===== src/rtl/key_amount_entry_pkg.sv =====
// Shared key codes and controller state encoding used by the keypad scanner,
// the amount-entry controller and the charge controller.
package key_amount_entry_pkg;

    localparam logic [3:0] KEY_MAX_DIGIT = 4'd9;
    localparam logic [3:0] KEY_START     = 4'd10;
    localparam logic [3:0] KEY_CLEAR     = 4'd11;
    localparam logic [3:0] KEY_CONFIRM   = 4'd12;

    typedef enum logic [1:0] {
        IDLE  = 2'd0,
        ENTRY = 2'd1,
        HOLD  = 2'd2
    } state_t;

    // Two BCD digits never exceed 99, so 7 bits cannot overflow.
    function automatic logic [6:0] bcd_to_bin(input logic [3:0] tens, input logic [3:0] ones);
        return 7'(tens) * 7'd10 + 7'(ones);
    endfunction

endpackage


===== src/rtl/key_amount_entry_edge.sv =====
// Rising-edge detector on the scanner's press level; one accept strobe per
// physical key press, with the key code passed through for that cycle.
module key_edge_detect
    import key_amount_entry_pkg::*;
(
    input  logic       clk,
    input  logic       rst_n,
    input  logic       press,
    input  logic [3:0] key_value,
    output logic       accept,
    output logic [3:0] key_sampled
);

    logic press_q;

    // Reset to 1 so a key still held through reset release is not taken.
    always_ff @(posedge clk or posedge rst_n) begin
        if (rst_n)
            press_q <= 1'b1;
        else
            press_q <= press;
    end

    assign accept      = press & ~press_q;
    assign key_sampled = key_value;

endmodule


===== src/rtl/key_amount_entry.sv =====
// Two-digit decimal charge-amount entry: keypad codes in, validated amount and
// one-cycle confirm/error strobes out.
//
// state | meaning
// IDLE  | waiting for the start key
// ENTRY | collecting up to two digits, clear/start/confirm arbitrated
// HOLD  | amount frozen for the charge controller until charge_done
module key_amount_entry
    import key_amount_entry_pkg::*;
#(
    parameter int MAX_AMOUNT = 20
) (
    input  logic       clk,
    input  logic       rst_n,
    input  logic [3:0] key_value,
    input  logic       press,
    input  logic       charge_done,
    output logic [6:0] amount,
    output logic [7:0] amount_bcd,
    output logic [1:0] digit_count,
    output logic       entry_active,
    output logic       confirm_pulse,
    output logic       error_pulse
);

    logic       accept;
    logic [3:0] key;

    state_t     state_q, state_d;
    logic [3:0] tens_q, tens_d;
    logic [3:0] ones_q, ones_d;
    logic [1:0] count_q, count_d;
    logic [6:0] amount_q, amount_d;
    logic       confirm_q, confirm_d;
    logic       error_q, error_d;

    logic is_digit;
    logic amount_ok;

    key_edge_detect u_edge (
        .clk         (clk),
        .rst_n       (rst_n),
        .press       (press),
        .key_value   (key_value),
        .accept      (accept),
        .key_sampled (key)
    );

    assign is_digit  = (key <= KEY_MAX_DIGIT);
    assign amount_ok = (amount_q != 7'd0) && (amount_q <= 7'(MAX_AMOUNT));

    always_ff @(posedge clk or posedge rst_n) begin
        if (rst_n)
            state_q <= IDLE;
        else
            state_q <= state_d;
    end

    always_comb begin
        state_d = state_q;
        case (state_q)
            IDLE:    if (accept && key == KEY_START) state_d = ENTRY;
            ENTRY:   if (accept && key == KEY_CONFIRM && amount_ok) state_d = HOLD;
            HOLD:    if (charge_done) state_d = IDLE;
            default: state_d = IDLE;
        endcase
    end

    // Digit registers and strobes; charge_done in HOLD has priority over keys
    // simply because keys are never looked at in HOLD.
    always_comb begin
        tens_d    = tens_q;
        ones_d    = ones_q;
        count_d   = count_q;
        confirm_d = 1'b0;
        error_d   = 1'b0;
        case (state_q)
            IDLE: begin
                if (accept && key == KEY_START) begin
                    tens_d  = 4'd0;
                    ones_d  = 4'd0;
                    count_d = 2'd0;
                end
            end
            ENTRY: begin
                if (accept) begin
                    if (is_digit) begin
                        if (count_q < 2'd2) begin
                            tens_d  = ones_q;
                            ones_d  = key;
                            count_d = count_q + 2'd1;
                        end
                    end else if (key == KEY_CLEAR || key == KEY_START) begin
                        tens_d  = 4'd0;
                        ones_d  = 4'd0;
                        count_d = 2'd0;
                    end else if (key == KEY_CONFIRM) begin
                        if (amount_ok) begin
                            confirm_d = 1'b1;
                        end else begin
                            error_d = 1'b1;
                            if (amount_q != 7'd0) begin
                                tens_d  = 4'd0;
                                ones_d  = 4'd0;
                                count_d = 2'd0;
                            end
                        end
                    end
                end
            end
            HOLD: begin
                if (charge_done) begin
                    tens_d  = 4'd0;
                    ones_d  = 4'd0;
                    count_d = 2'd0;
                end
            end
            default: begin
                tens_d  = 4'd0;
                ones_d  = 4'd0;
                count_d = 2'd0;
            end
        endcase
        amount_d = bcd_to_bin(tens_d, ones_d);
    end

    always_ff @(posedge clk or posedge rst_n) begin
        if (rst_n) begin
            tens_q    <= 4'd0;
            ones_q    <= 4'd0;
            count_q   <= 2'd0;
            amount_q  <= 7'd0;
            confirm_q <= 1'b0;
            error_q   <= 1'b0;
        end else begin
            tens_q    <= tens_d;
            ones_q    <= ones_d;
            count_q   <= count_d;
            amount_q  <= amount_d;
            confirm_q <= confirm_d;
            error_q   <= error_d;
        end
    end

    always_comb begin
        amount        = amount_q;
        amount_bcd    = {tens_q, ones_q};
        digit_count   = count_q;
        entry_active  = (state_q == ENTRY);
        confirm_pulse = confirm_q;
        error_pulse   = error_q;
    end

endmodule


===== config.mk =====
export PLATFORM = sky130hd
export DESIGN_NAME = key_amount_entry
export DESIGN_NICKNAME = d
export VERILOG_FILES = /design/src/rtl/key_amount_entry_pkg.sv /design/src/rtl/key_amount_entry_edge.sv /design/src/rtl/key_amount_entry.sv
export SDC_FILE = /design/constraint.sdc
export NUM_CORES = 1
export LEC_CHECK = 0
export ABC_AREA = 1
export CAP_MARGIN = 10
export CORE_MARGIN = 2
export CORE_UTILIZATION = 42
export CTS_CLUSTER_SIZE = 20
export DETAILED_ROUTE_END_ITERATION = 16
export PLACE_DENSITY_LB_ADDON = 0.2
export SETUP_SLACK_MARGIN = 0.1
export SYNTH_ARGS = -nofsm -noshare
export SYNTH_HDL_FRONTEND = slang
export SYNTH_HIERARCHICAL = 1
export SYNTH_SLANG_ARGS = --single-unit

===== constraint.sdc =====
create_clock -name clk -period 8.6 [get_ports clk]
set_input_delay 1.29 -clock clk [delete_from_list [all_inputs] [get_ports clk]]
set_output_delay 1.29 -clock clk [all_outputs]
set_load 0.03 [all_outputs]

==> results of run 1 <==
-- synthesized netlist by cell type, types with 4 or more instances --
cell	number	area, um^2
nand4_1	4	25.0
ha_1	6	75.1
nor2_1	11	41.3
nor2_2	4	25.0
buf_4	5	37.5
o21ai_0	4	20.0
nand3_1	7	35.0
inv_1	25	93.8
a21oi_1	9	45.0
nor3_1	5	25.0
nand2_1	50	188
dfrtp_1	20	500
-- how the worst min path moves through the flow --
stage	slack, ns	to
2_1_floorplan	0.58	state_q[0]
3_3_place_gp	0.54	ones_q[1]
6_report	0.56	ones_q[1]
4_1_cts	0.56	ones_q[1]
5_1_grt	0.62	ones_q[1]
3_5_place_dp	0.53	ones_q[1]
-- state kept, by name, indices dropped and copies added, names as in the netlist --
| register | flops |
|---|---|
| ones_q | 3 |
| confirm_pulse | 1 |
| state_q | 2 |
| error_pulse | 1 |
| tens_q | 4 |
| u_edge/press_q | 1 |
| digit_count | 2 |
| amount | 7 |
-- placed cells by master, fill, tap and decap left out, drive strengths merged --
cell type / count
nand4: 4
nor3: 6
nand2: 54
o21ai: 8
fa: 2
xnor2: 1
o32ai: 1
a21oi: 10
a21boi: 1
dfrtp: 20
dfstp: 1
nor2: 16
nand3: 9
xor2: 3
nand3b: 1
o211ai: 1
inv: 28
or2: 1
clkbuf: 4
clkdlybuf4s50: 27
a31oi: 1
ha: 6
-- layer usage --
layer  global-route usage [%]  wire, um
met1                     26.3      1360
met2                     26.9      1460
met3                     3.11       198
met4                     7.60        50
met5                        0         0
-- layout make-up --
| cell class | instances | area (um^2) |
|---|---|---|
| clock buffer | 4 | 26.3 |
| timing repair buffer | 27 | 270 |
| inverter | 28 | 105 |
| multi-input combinational | 125 | 734 |
| fill | 320 | 1560 |
| tap | 46 | 57.6 |
| sequential | 21 | 527 |
-- cell families (layout without fill, tap and decap cells) --
kind of cell,Yosys count,after routing,share of synthesized area (%)
buffers and inverters,34,59,10.4
xor gates and xnor gates,4,4,2.49
DFF,21,21,37.4
adders and majority gates,8,8,8.18
and+or+nand+nor,91,91,31.0
AOI/OAI and AO/OA,22,22,10.5
-- critical path, stage by stage --
cell             delay (ns)
clkdlybuf4s50_1        0.55
nand2_1                0.10
nor3_2                 0.29
inv_2                  0.09
a31oi_4                0.20
nand3_4                0.14
nand2_1                0.09
nand2_1                0.12
ha_1                   0.33
ha_1                   0.19
inv_1                  0.06
fa_1                   0.41
inv_1                  0.10
nand4_1                0.10
nand2_1                0.10
nand3_1                0.08
nand2_1                0.07
inv_1                  0.03
-- report_power, final --
part           leakage (nW)  switching [W]  internal [W]
sequential            0.280      0.0000295      0.000128
combinational         0.576       0.000195      0.000114
clock                0.0150      0.0000303     0.0000181
total                 0.871       0.000255      0.000260
-- through the flow --
stage	hold slack, ns	instances	worst slack (ns)	total power [W]	cell area [um^2]
5_1_grt	0.622	251	4.18	0.000560	1720
4_1_cts	0.563	251	4.47	0.000519	1720
6_report	0.562	251	4.47	0.000515	1720
3_5_place_dp	0.532	247	4.14	0.000469	1690
3_3_place_gp	0.536	247	4.17	0.000465	1690
2_1_floorplan	0.578	180	4.81	0.000368	1410
==> impl_results.md, run 1 <==
- Clock sink count: 21
- Setup violators final: 0
- Worst-Margin Slew: 0.772 ns
- DRT antenna net count: 0
- Reg-to-reg critical path startpoint: amount[0]
- Leak pwr: 0.871 nW
- Mapped Cells: 180
- Ys Warns: 6
- Global Route Usage Sum: 18.2%
- Arrival time at the worst endpoint: 4.33 ns
- Clk buf depth: 2
- Critical Path Sink: amount[6]
- FMAX: 0.242 GHz
- Pwr/cell area: 299 nW/um^2
- Vias in the first global route: 1,131
- DRC Markers: 0
- Row count: 21
- Ys flop type: dfrtp_1
- Total global routing overflow: 0
- Net Count, Synth: 196
- # resized after CTS: 0
- Crit. Startpoint: key_value[2]
- RSZ-0062 raised after global routing: false
- R2r worst-path depth: 20
- First-pass GRT wire length: 5100 um
- Via count: 1,272
- WHS Path Cells: 2
- Final Slew Violations: 0
- Routed len/inst: 12.2 um
- IO buf count: 27
- Clock skew: 0.0175 ns
- CTS tree: built
- Hold Crit Class: reg2reg
- Crit Path Category: in2reg
- GP Congestion: 0.952
- Die height: 61.9 um
- Hold path start: ones_q[1]
- Die W: 61.9 um
- Initial drt markers: 73
- Peak supply drop: 0.158 mV
- Worst-path clk slew: 0.11 ns
- CTS Buf Count: 3
- HPWL after DPL: 2480 um
- FF+latch count, synth: 21
- ANT cells: 0
- R2R Path End: amount[6]
- Largest net degree at the start of global routing: 21
- Clock latency at the later pin of the worst-skew pair: 0.31 ns
- Post-CTS Setup Inserts: 0
- Unique masters post-synth: 33
- CP max FO: 8
- Initial Util: 42.9%
- Area of the mapped netlist: 1410 um^2
- Die Footprint: 3830 um^2
- Setup_tns: 0 ns
- EDFF count, synth: 0
- Status: finished clean
- Hold-fix buffers, CTS: 0
- Fin crit share: 48.1%
- Syn avg cell area: 7.82 um^2
- Share of synthesized registers carrying an async set or reset: 100%
- Initial antenna violation count: 0
- Final hold violations: 0
- Min cycle time layout: 4.13 ns
- Util after Layout: 52.4%
- Root Buffer Master: clkbuf_4
- Fraction of layout cells with a size suffix above 1: 11.2%
- Sequential fraction of the synthesis area: 37.4%
- Area grow syn2layout: 22.2%
- CTS H-tree depth: 1
- Wirelength, routed: 3070 um
- I/O pin cnt: 28
- R2r setup slk: 5.58 ns
- Core ar.: 3280 um^2
- Max_slew headroom: 48.4%
- MaxCap Viol Count: 0
- Worst setup SP type: input pin
- Via density: 5.07
- Critical Path End Type: flop
- Nets: 222
- Pre-Repair DR Iteration Count: 4
- Required @ worst endpoint: 8.80 ns
Note: power is estimated with default switching activity, not from simulation.
==> inputs of run 2 (changes only) <==
clock period = 3.6 ns   (was 8.6 ns; I/O delays follow)
==> impl_results.md, run 2 (synthesis gave the netlist of run 1 again) <==
- Status: finished clean
- HPWL after DPL: 2730 um (+10%)
- Total global routing overflow: 0 (unchanged)
- Die Footprint: 3830 um^2 (unchanged)
- DRC Markers: 0 (unchanged)
- Max reg flops: 7 (unchanged)
- Post-route cell area: 1780 um^2 (+3.4%)
- Via count: 1,230 (-3.3%)
- Arrival time at the worst endpoint: 3.43 ns (-0.90 ns)
- IO buf count: 27 (unchanged)
- Core ar.: 3280 um^2 (unchanged)
- Initial drt markers: 33 (-55%)
- Largest net degree at the start of global routing: 21 (unchanged)
- Min cycle time layout: 3.21 ns
- Area grow syn2layout: 26.4%
- Final Slew Violations: 0 (unchanged)
- Vias in the first global route: 1,136 (+0.44%)
- Initial Util: 42.9% (unchanged)
- Hold-fix buffers, CTS: 0 (unchanged)
- Post-CTS Setup Inserts: 0 (unchanged)
- CTS Buf Count: 3 (unchanged)
- DRT antenna net count: 0 (unchanged)
- Critical Path Sink: amount[6]
- Setup violators final: 0 (unchanged)
- Power Total: 0.00127 W (+150%)
- Most frequent cells in the layout: 50 x nand2_1, 26 x clkdlybuf4s50_1, 25 x inv_1
- Critical Path End Type: flop
- FMAX: 0.311 GHz
- Crit Path Category: in2reg
- Non-Filler Instances: 257 (+2.4%)
- Setup_tns: 0 ns (unchanged)
- Commonest non-fill, non-tap cell in the layout: nand2_1
- Placed standard-cell area: 1740 um^2 (+2.7%)
- First-pass GRT wire length: 5290 um (+3.8%)
- Final hold violations: 0 (unchanged)
- Root Buffer Master: clkbuf_4
- # resized after CTS: 0 (unchanged)
- CTS H-tree depth: 1 (unchanged)
- Die height: 61.9 um (unchanged)
- Required @ worst endpoint: 3.82 ns (-4.98 ns)
- Nets: 228 (+2.7%)
- Row count: 21 (unchanged)
- Fin crit share: 89.3%
- R2R Path End: amount[6]
- Peak supply drop: 0.355 mV (+130%)
- Pre-CTS setup slack: -0.0185 ns (-4.16 ns)
- R2r worst-path depth: 18 (-10%)
- ANT cells: 0 (unchanged)
- Worst-path clk slew: 0.13 ns (+0.02 ns)
- Via density: 4.79 (-5.6%)
- Hold Crit Class: in2async
- Wirelength, routed: 3300 um (+7.4%)
- Clock latency at the later pin of the worst-skew pair: 0.31 ns (about the same)
- Clock skew: 0.00897 ns (-0.00851 ns)
- Pwr/cell area: 715 nW/um^2 (+140%)
- Crit. Startpoint: key_value[3]
- Die W: 61.9 um (unchanged)
- GP Congestion: 0.974 (+2.3%)
- Initial antenna violation count: 0 (unchanged)
- RSZ-0062 raised after global routing: false
- Routed len/inst: 12.8 um (+4.9%)
- CP max FO: 5 (-3)
- Pre-Repair DR Iteration Count: 4 (unchanged)
- Fraction of layout cells with a size suffix above 1: 14.2% (+3.0 points)
- MaxCap Viol Count: 0 (unchanged)
- Reg-to-reg critical path startpoint: state_q[0]
- Worst-Margin Slew: 0.761 ns (-0.0110 ns)
- Clk buf depth: 2 (unchanged)
- I/O pin cnt: 28 (unchanged)
- Clock sink count: 21 (unchanged)
- Leak pwr: 0.914 nW (+5.0%)
- R2r setup slk: 0.71 ns (-4.87 ns)
- Final setup margin: 0.386 ns (-4.08 ns)
- Worst setup SP type: input pin
- Inst Count DP: 253 (+2.4%)
- CTS tree: built
- Global Route Usage Sum: 19.1% (+0.87 points)
- Max_slew headroom: 49.2% (+0.74 points)
-- run 2: changes by cell type in the layout (fill, tap and decap cells not counted), sizes merged --
cell	previous run	this run
buf	0	6
clkbuf	4	3
clkdlybuf4s50	27	26
clkinv	0	1
dlymetal6s2s	0	1
-- run 2: per-stage QoR --
step | utilization (%) | hold slack [ns]
after global routing | 54.2 | 0.528
after CTS | 53.8 | 0.527
after global placement | 53.0 | 0.522
after detailed placement | 53.0 | 0.544
after floorplan | - | 0.430
final | 54.2 | 0.524
-- run 2: final cells by class --
class / count / area, um^2
Clock buffer: 3 / 22.5
Fill cell: 329 / 1510
Timing Repair Buffer: 33 / 318
Clock inverter: 1 / 5.00
Tap cell: 46 / 57.6
Inverter: 28 / 105
Multi-Input combinational cell: 125 / 744
Sequential cell: 21 / 527
-- run 2: worst min path at each step --
stage / start / end / slack [ns]
after floorplan: rst_n / u_edge/press_q / 0.43
after global placement: ones_q[1] / ones_q[1] / 0.52
after detailed placement: ones_q[2] / tens_q[2] / 0.54
after CTS: rst_n / u_edge/press_q / 0.53
after global routing: rst_n / u_edge/press_q / 0.53
final: rst_n / u_edge/press_q / 0.52
-- run 2: layer usage --
layer | vias to the layer above | global-route usage, % | routed length, um
met3 | 7 | 2.90 | 92
met5 | - | 0 | 0
met4 | 0 | 6.38 | 71
met2 | 26 | 29.2 | 1480
li1 | 632 | - | -
met1 | 565 | 27.6 | 1650
-- run 2: worst max-delay path, cell delays in order --
cell and delay (ns):
clkdlybuf4s50_1 0.56, nand2_2 0.09, nor2_4 0.13, nand3b_1 0.11, nand2_1 0.07, o21ai_1 0.09, nor2_4 0.16, nand3_4 0.11
nand2_1 0.08, nand2_1 0.07, ha_1 0.30, ha_1 0.20, inv_1 0.06, fa_1 0.42, inv_1 0.09, nand4_1 0.09
nand2_1 0.09, nand3_1 0.07, nand2_1 0.06, inv_1 0.03
-- run 2: power breakdown --
group / leakage (nW) / switching (W) / internal [W]
registers: 0.280 / 0.0000738 / 0.000305
clock network: 0.0177 / 0.0000782 / 0.0000415
logic: 0.617 / 0.000479 / 0.000294
==> patch (config.mk and constraints of run 2) <==
Re-encode `state_t` (3 states) as one-hot, 3 bits wide.
--- a/src/rtl/key_amount_entry_pkg.sv
+++ b/src/rtl/key_amount_entry_pkg.sv
@@ -9,6 +9,6 @@
 
-    typedef enum logic [1:0] {
-        IDLE  = 2'd0,
-        ENTRY = 2'd1,
-        HOLD  = 2'd2
+    typedef enum logic [2:0] {
+        IDLE  = 3'b001,
+        ENTRY = 3'b010,
+        HOLD  = 3'b100
     } state_t;
Formal check against the unedited RTL: same outputs for any inputs over 10 cycles, from zero or initial values and one cycle with rst_n high; not proved beyond that.
==> patch against run 2 <==
- fmax fell by 1.2%
- power fell by 15%
- sequential cell count rose by 1
- setup slack got worse by 0.039 ns
- global-route usage fell by 0.96 points
- cell area rose by 8.2%
- routed wire length rose by 4.5%
- first-iteration DRC count rose by 130%
- count of clock-buffer cells in the layout did not move
- area after synthesis rose by 8.8%
- synthesized cell count rose by 13%
- critical path type unchanged
- critical endpoint unchanged
- largest power group unchanged
==> patch: results (changes against run 2) <==
* Hpwl dp at 2.69 mm (-1.2%)
* Worst-Margin Slew at 0.765 ns (+0.00335 ns)
* Total GRT Usage at 0.181 (-0.00962)
* Routed WL at 3.45 mm (+4.5%)
* Crit path from: key_value[2]
* DR iter-0 viols at 76 (+130%)
* Largest net degree at the start of global routing at 22 (+4.8%)
* Dpl cell area at 1870 um^2 (+7.6%)
* P_int at 0.620 mW (-3.3%)
* Multi-In Gates at 142 (+14%)
* Register-to-register setup slack at 0.65 ns (-0.06 ns)
* Die Width at 64.4 um (+4.0%)
* Critical Path AT at 3.47 ns (+0.04 ns)
* Multi-input combinational cell area at 807 um^2 (+8.4%)
* Crit share post-route at 0.904 (+0.0107)
* Status: completed
* Critical Path Stages at 17 (-15%)
* Critical Path Sink Type: flip-flop
* Post-Synth XOR/XNOR Area at 0.0229 (-0.00201)
* Power Dens Cells at 560 nW/um^2 (-22%)
* Buffer share of cell area at 0.176 (-0.00307)
* Min Hold Slack at 0.542 ns (+0.0185 ns)
* Critical Path Fanout Max at 8 (+3)
* VDD IR-drop max at 253 uV (-29%)
* Clk tree area frac at 0.0273 (+0.0118)
* Post-route insts no fill at 281 (+9.3%)
* Setup Slack @ Placement at -0.00932 ns (+0.00920 ns)
* Final net count at 252 (+11%)
* Compound-gate portion of the synthesized area at 0.140 (+0.0348)
* Vias in the first global route at 1295 (+14%)
* Share of cells above drive strength 1 at 0.149 (+0.00676)
* Longest Clk Path Bufs at 2 (unchanged)
* Leak pwr at 0.904 nW (-1.2%)
* Seq/Total Area, Yosys at 0.361 (-0.0131)
* Slowest stage delay, CP at 0.54 ns (-0.02 ns)
* Ranking of synthesized cells by area: dfrtp_1 (33%), nand2_1 (9.6%), a21oi_1 (7.5%), inv_1 (6.1%), nor2_1 (5.1%)
* # fillers at 327 (-0.61%)
* Clock skew at 0.000432 ns (-0.00854 ns)
* R2r startpoint: amount[0]$_DFF_PP0_
* Buffers excl. clock at 36 (+9.1%)
* Multi-input combinational area share at 0.419 (+0.000951)
* RD Place Congestion at 0.835 (-14%)
* Sequential cell area at 553 um^2 (+5.0%)
* Syn nets at 220 (+12%)
* DR vias/cell at 5.04 (+5.2%)
* Mean area per synthesized cell at 7.51 um^2 (-4.0%)
* Synth Area in Adders at 0.0752 (-0.00661)
* CTS Sinks at 22 (+4.8%)
* Ys async rst share at 1.00 (unchanged)
* Yosys warns at 6 (unchanged)
* Synth unique cells at 30 (-9.1%)
* Most instantiated cells after synthesis: nand2_1 (39), inv_1 (25), a21oi_1 (23)
patch: changes by cell type after synthesis, sizes merged, moves of 2 or more:
cell          run 2  this run
nand4             4         9
nor2             16        22
inv              28        31
nand2            54        46
a21oi            10        25
buf               5         7
patch: per-layer routing:
| layer | part of all wire | up-vias | global-route usage |
|---|---|---|---|
| li1 | - | 722 | - |
| met1 | 0.45 | 658 | 0.237 |
| met2 | 0.49 | 31 | 0.302 |
| met3 | 0.046 | 4 | 0.0387 |
| met4 | 0.0087 | 0 | 0.0505 |
| met5 | 0 | - | 0 |
patch: power by group through the flow:
| stage | clock, mW | sequential, mW | combinational, mW |
|---|---|---|---|
| after global routing | 0.208 | 0.359 | 0.598 |
| final | 0.190 | 0.351 | 0.538 |
| after floorplan | 0 | 0.420 | 0.289 |
| after CTS | 0.194 | 0.351 | 0.541 |
| after global placement | 0 | 0.356 | 0.536 |
| after detailed placement | 0 | 0.356 | 0.541 |
